<file path="src/rtl/dpram_frame_pkg.sv">
// Shared types and default widths for the dual-port RAM frame sequencer.
package dpram_frame_pkg;

  typedef enum logic [1:0] {
    S_WR    = 2'd0,
    S_GAP   = 2'd1,
    S_RD    = 2'd2,
    S_DRAIN = 2'd3
  } state_t;

  localparam int DEF_DATA_W = 8;
  localparam int DEF_ADDR_W = 8;

endpackage

</file>
<file path="src/rtl/dpram_rd_pipe.sv">
// Read-issue delay line: one flag per issued rdaddress, delayed STAGES clocks to line up with q.
module dpram_rd_pipe
  import dpram_frame_pkg::*;
#(
  parameter int STAGES = 1
) (
  input  logic Clk,
  input  logic Rst_n,
  input  logic issue,
  output logic vld,
  output logic pending
);

  logic [STAGES-1:0] vld_p;

  // pending covers every stage except the output one, so it reads "empty after this edge"
  generate
    if (STAGES == 1) begin : g_one
      always_ff @(posedge Clk or negedge Rst_n) begin
        if (!Rst_n) vld_p <= '0;
        else        vld_p <= issue;
      end
      assign pending = 1'b0;
    end else begin : g_multi
      always_ff @(posedge Clk or negedge Rst_n) begin
        if (!Rst_n) vld_p <= '0;
        else        vld_p <= {vld_p[STAGES-2:0], issue};
      end
      assign pending = |vld_p[STAGES-2:0];
    end
  endgenerate

  assign vld = vld_p[STAGES-1];

endmodule

</file>
<file path="src/rtl/dpram_frame_ctrl.sv">
// Single-buffer frame sequencer for an external dual-port RAM: write a frame, then read it out.
// Optional frame checksum output enabled by `define DPRAM_FRAME_CTRL_CHECKSUM_EN.
module dpram_frame_ctrl
  import dpram_frame_pkg::*;
#(
  parameter int DATA_W    = DEF_DATA_W,
  parameter int ADDR_W    = DEF_ADDR_W,
  parameter int FRAME_LEN = 16,
  parameter int RD_LAT    = 1
) (
  input  logic              Clk,
  input  logic              Rst_n,
  input  logic [DATA_W-1:0] in_data,
  input  logic              in_valid,
  output logic              in_ready,
  output logic [ADDR_W-1:0] wraddress,
  output logic [DATA_W-1:0] data,
  output logic              wren,
  output logic [ADDR_W-1:0] rdaddress,
  input  logic [DATA_W-1:0] q,
  output logic [DATA_W-1:0] out_data,
  output logic              out_valid,
  output logic              frame_done
`ifdef DPRAM_FRAME_CTRL_CHECKSUM_EN
  ,
  output logic [DATA_W-1:0] out_sum
`endif
);

  localparam logic [ADDR_W:0] LAST_WR   = (ADDR_W+1)'(FRAME_LEN - 1);
  localparam logic [ADDR_W:0] FRAME_CNT = (ADDR_W+1)'(FRAME_LEN);
  localparam logic [ADDR_W:0] CNT_ONE   = (ADDR_W+1)'(1);

  state_t            state;
  logic [ADDR_W:0]   wr_cnt;
  logic [ADDR_W:0]   rd_cnt;
  logic              rd_issue;
  logic              pipe_pending;
  logic              accept;
  logic              drain_done;

  assign accept     = (state == S_WR) && in_valid && in_ready;
  assign drain_done = (state == S_DRAIN) && !pipe_pending;

  always_ff @(posedge Clk or negedge Rst_n) begin
    if (!Rst_n) begin
      state      <= S_WR;
      wr_cnt     <= '0;
      rd_cnt     <= '0;
      in_ready   <= 1'b0;
      wren       <= 1'b0;
      wraddress  <= '0;
      data       <= '0;
      rdaddress  <= '0;
      rd_issue   <= 1'b0;
      frame_done <= 1'b0;
    end else begin
      wren       <= 1'b0;
      frame_done <= 1'b0;
      case (state)
        S_WR: begin
          in_ready <= 1'b1;
          if (accept) begin
            wren      <= 1'b1;
            wraddress <= wr_cnt[ADDR_W-1:0];
            data      <= in_data;
            wr_cnt    <= wr_cnt + CNT_ONE;
            if (wr_cnt == LAST_WR) begin
              state    <= S_GAP;
              in_ready <= 1'b0;
            end
          end
        end
        // one idle cycle lets the final write land before address 0 is read
        S_GAP: begin
          state     <= S_RD;
          rdaddress <= '0;
          rd_issue  <= 1'b1;
          rd_cnt    <= CNT_ONE;
        end
        S_RD: begin
          if (rd_cnt == FRAME_CNT) begin
            state    <= S_DRAIN;
            rd_issue <= 1'b0;
          end else begin
            rdaddress <= rd_cnt[ADDR_W-1:0];
            rd_cnt    <= rd_cnt + CNT_ONE;
          end
        end
        S_DRAIN: begin
          if (!pipe_pending) begin
            frame_done <= 1'b1;
            wr_cnt     <= '0;
            rd_cnt     <= '0;
            state      <= S_WR;
          end
        end
        default: state <= S_WR;
      endcase
    end
  end

  dpram_rd_pipe #(
    .STAGES (RD_LAT)
  ) u_rd_pipe (
    .Clk     (Clk),
    .Rst_n   (Rst_n),
    .issue   (rd_issue),
    .vld     (out_valid),
    .pending (pipe_pending)
  );

  assign out_data = out_valid ? q : '0;

`ifdef DPRAM_FRAME_CTRL_CHECKSUM_EN
  logic [DATA_W-1:0] sum_acc;

  // out_sum latches the finished frame's sum; the accumulator restarts for the next frame
  always_ff @(posedge Clk or negedge Rst_n) begin
    if (!Rst_n) begin
      sum_acc <= '0;
      out_sum <= '0;
    end else if (drain_done) begin
      out_sum <= sum_acc;
      sum_acc <= '0;
    end else if (accept) begin
      sum_acc <= sum_acc + in_data;
    end
  end
`endif

endmodule

</file>
<file path="config.mk">
export PLATFORM = sky130hd
export DESIGN_NAME = dpram_frame_ctrl
export DESIGN_NICKNAME = d
export VERILOG_FILES = /design/src/rtl/dpram_frame_pkg.sv /design/src/rtl/dpram_rd_pipe.sv /design/src/rtl/dpram_frame_ctrl.sv
export SDC_FILE = /design/constraint.sdc
export NUM_CORES = 1
export LEC_CHECK = 0
export CORE_MARGIN = 5
export CORE_UTILIZATION = 38
export CTS_BUF_LIST = sky130_fd_sc_hd__clkbuf_16
export DETAILED_ROUTE_END_ITERATION = 10
export SKIP_CTS_REPAIR_TIMING = 1
export SLEW_MARGIN = 10
export SYNTH_ARGS = -nofsm -noshare
export SYNTH_HDL_FRONTEND = slang
export SYNTH_SLANG_ARGS = --single-unit
export TNS_END_PERCENT = 10
</file>
<file path="constraint.sdc">
create_clock -name Clk -period 4.1 [get_ports Clk]
set_input_delay 1.025 -clock Clk [delete_from_list [all_inputs] [get_ports Clk]]
set_output_delay 1.025 -clock Clk [all_outputs]
set_load 0.1 [all_outputs]
</file>
==> run_results.csv <==
group,metric,value,unit
global_route,track_usage,0.142,
synth,synthTopCellsByCount,"69 x nand2_1, 49 x dfrtp_1, 13 x o21ai_0",
sta,slew_headroom,0.345,
finish,syn2layout_area_growth,30.2,%
finish,final_nets,329,
floorplanning,rows,29,
finish,antennaDiodeCount,0,
sta,tightestPinTransition,0.979,ns
synth,synth_area_leaders,"dfrtp_1 51%, nand2_1 11%, ha_1 3.1%",
synth,synth_area,2400,µm²
floorplanning,die_w,89.5,µm
critical_path,cp-end-kind,"output pin",
critical_path,required,3.07,ns
synth,yosys.cell_count.top_type,"nand2_1",
synth,synth_edf_count,0,
critical_path,r2r_setup_slack,1.68,ns
sta,max_freq,342,MHz
critical_path,startpoint_type,"input port",
floorplanning,fp.dieArea,8020,µm²
synth,ys_seq_elements,49,
synth,yosysTopAreaCellShare,0.510,
global_route,grt_max_degree,27,
global_route,antenna_found_initial,0,
sta,maxSlewViolCount,0,
global_route,use_met3,0.0359,
floorplanning,die_h,89.5,µm
critical_path,critPathLaunch,"q[3]",
critical_path,crit_end,"out_data[3]",
sta,finalCritPeriodShare,0.714,
critical_path,critPathTopFamily,"buffers and inverters",
global_route,first_global_vias,1784,
synth,synth_top_flop_cell,"dfrtp_1",
sta,rsz0062_at_grt,"no",
sta,setup_viol,0,
cts,cts_root_buffer,"clkbuf_16",
floorplanning,initial_utilization,0.385,
critical_path,r2r_start,"state[0]",
cts,cts_made_buffers,5,
detailed_routing,dr_total_vias,1988,
power,leakagePower,1.36,nW
detailed_routing,drc,0,
sta,hold_violations,0,
detailed_routing,dr.pass1.iters,4,
placement,post_dp_cell_area,2960,µm²
synth,ys_async_sr_fraction,1.00,
cts,cts_sinks,49,
global_route,grtUsageMet2,0.200,
critical_path,ff2ff_path_depth,9,
critical_path,cp_slowest_stage_delay,0.45,ns
sta,min_period,2.93,ns
floorplanning,io_pins,55,
placement,place.detailed.hpwl,3800,µm
cts,clock_latency,0.29,ns
critical_path,cp.arrival,1.90,ns
cts,path_clk_slew,0.07,ns
finish,drive_gt1_frac,0.0885,
critical_path,crit_slowest_cell,"clkdlybuf4s50_1",
global_route,grt_pass1_wl,8850,µm
critical_path,worst-path-buf-inv,2,
critical_path,cp.depth,3,
power,p_per_area,820,nW/µm²
global_route,grt.overflow.total,0,
global_route,top_usage_layer,"met1",
critical_path,worstPathCellList,"clkdlybuf4s50_1 -> and2_1 -> buf_4",
detailed_routing,wl_per_cell,14.4,µm
flow_run,max_cap_viol_count,0,
detailed_routing,detail-route-antenna-nets,0,
critical_path,timing.rr.end,"wr_cnt[3]",
finish,design_area,3130,µm²
placement,port_buffers,54,
synth,yosysWarnings,0,
critical_path,path_class,"input port to output pin",
critical_path,crit_fanout,1,
cts,h-tree-depth,2,
detailed_routing,vias_per_cell,5.20,
synth,syn_inst,254,
cts,cts_tree,"yes",
power,ir_worst_vdd,0.000472,V
detailed_routing,drt_first_iter_violations,103,
synth,syn-num-nets,279,
synth,synth_top_area_cell,"dfrtp_1",
outcome,status,"finished, final reports clean",
detailed_routing,routed_wl,5510,µm
power,power,0.00257,W
global_route,globalRouteMet1Util,0.213,
synth,avgSynthCellArea,9.46,µm²
sta,fin_skew,0.00609,ns
placement,gp_congestion,0.781,
cts,cts_buffer_depth,2,
synth,ys_seq_area_frac,0.510,
floorplanning,coreArea,6240,µm²
min_path,hold_path_class,"flip-flop to flip-flop",
sta,tns,0,ns
synth,ys_types,46,
==> through the flow <==
step	worst slack [ns]	hold slack [ns]	utilization	instances
CTS	1.15	0.391	0.501	382
global placement	1.17	0.372	0.474	374
detailed placement	1.15	0.375	0.474	374
finish	1.17	0.385	0.501	382
floorplan	1.24	0.355	-	254
global route	1.10	0.403	0.501	382
==> layout make-up <==
type,count,area [µm²]
inverters,9,33.8
clock buffers,5,125
clock inverters,3,46.3
flip-flops and latches,49,1230
repair buffers,57,538
multi-input cells,182,1060
well taps,77,96.3
fillers,589,3110
==> worst min path at each step <==
stage | cells after the start | endpoint | start | slack, ns
5_1_grt | 0 | u_rd_pipe.vld | rd_issue | 0.40
2_1_floorplan | 0 | u_rd_pipe.vld | rd_issue | 0.35
4_1_cts | 0 | u_rd_pipe.vld | rd_issue | 0.39
3_3_place_gp | 0 | u_rd_pipe.vld | rd_issue | 0.37
6_report | 0 | u_rd_pipe.vld | rd_issue | 0.38
3_5_place_dp | 0 | u_rd_pipe.vld | rd_issue | 0.38
==> layer usage <==
metal  wire (µm)  vias to the layer above
met5           0                        -
met4          85                        0
met3         335                        8
met2        2390                       47
met1        2700                      942
li1            -                      991
==> cell families (layout without fill, tap and decap cells) <==
group / Yosys count / in the layout / synth area share
and+or+nand+nor: 114 / 114 / 0.224
AOI/OAI and AO/OA: 57 / 57 / 0.167
DFF: 49 / 49 / 0.510
buffers and inverters: 23 / 74 / 0.0474
adders and majority gates: 6 / 6 / 0.0312
muxes: 4 / 4 / 0.0167
xor gates and xnor gates: 1 / 1 / 0.00364
==> report_power, final <==
group,leakage (nW),internal (W),switching (W)
clock,0.0800,0.000289,0.000191
combinational,0.640,0.000336,0.00104
sequential,0.637,0.000611,0.000102
total,1.36,0.00124,0.00133
==> layout by cell type (no fill, tap or decap), types with 2 or more instances in the layout <==
master,Yosys,final
mux2i_1,4,4
and2_1,10,10
inv_1,8,8
o21ai_0,13,13
buf_4,2,11
a22oi_1,6,6
dfrtp_1,49,49
nand4_1,2,2
a41oi_1,2,2
clkdlybuf4s50_1,0,45
o211ai_1,3,3
o22ai_1,2,2
nand3_1,6,6
nor4b_2,2,2
a21oi_1,7,7
o2bb2ai_1,5,5
nand2_1,69,69
clkbuf_16,0,5
nand4b_1,4,4
a22o_1,5,5
o31ai_1,3,3
nor2_1,6,6
nor3_1,9,9
ha_1,6,6
==> flip-flops by register name, summed over array words and instances, names as in the netlist <==
signal / cells
data: 8
frame_done: 1
in_ready: 1
rd_cnt: 9
rd_issue: 1
rdaddress: 8
state: 2
u_rd_pipe.vld: 1
wr_cnt: 9
wraddress: 8
wren: 1
No activity file was read; power rests on OpenSTA's default activity.
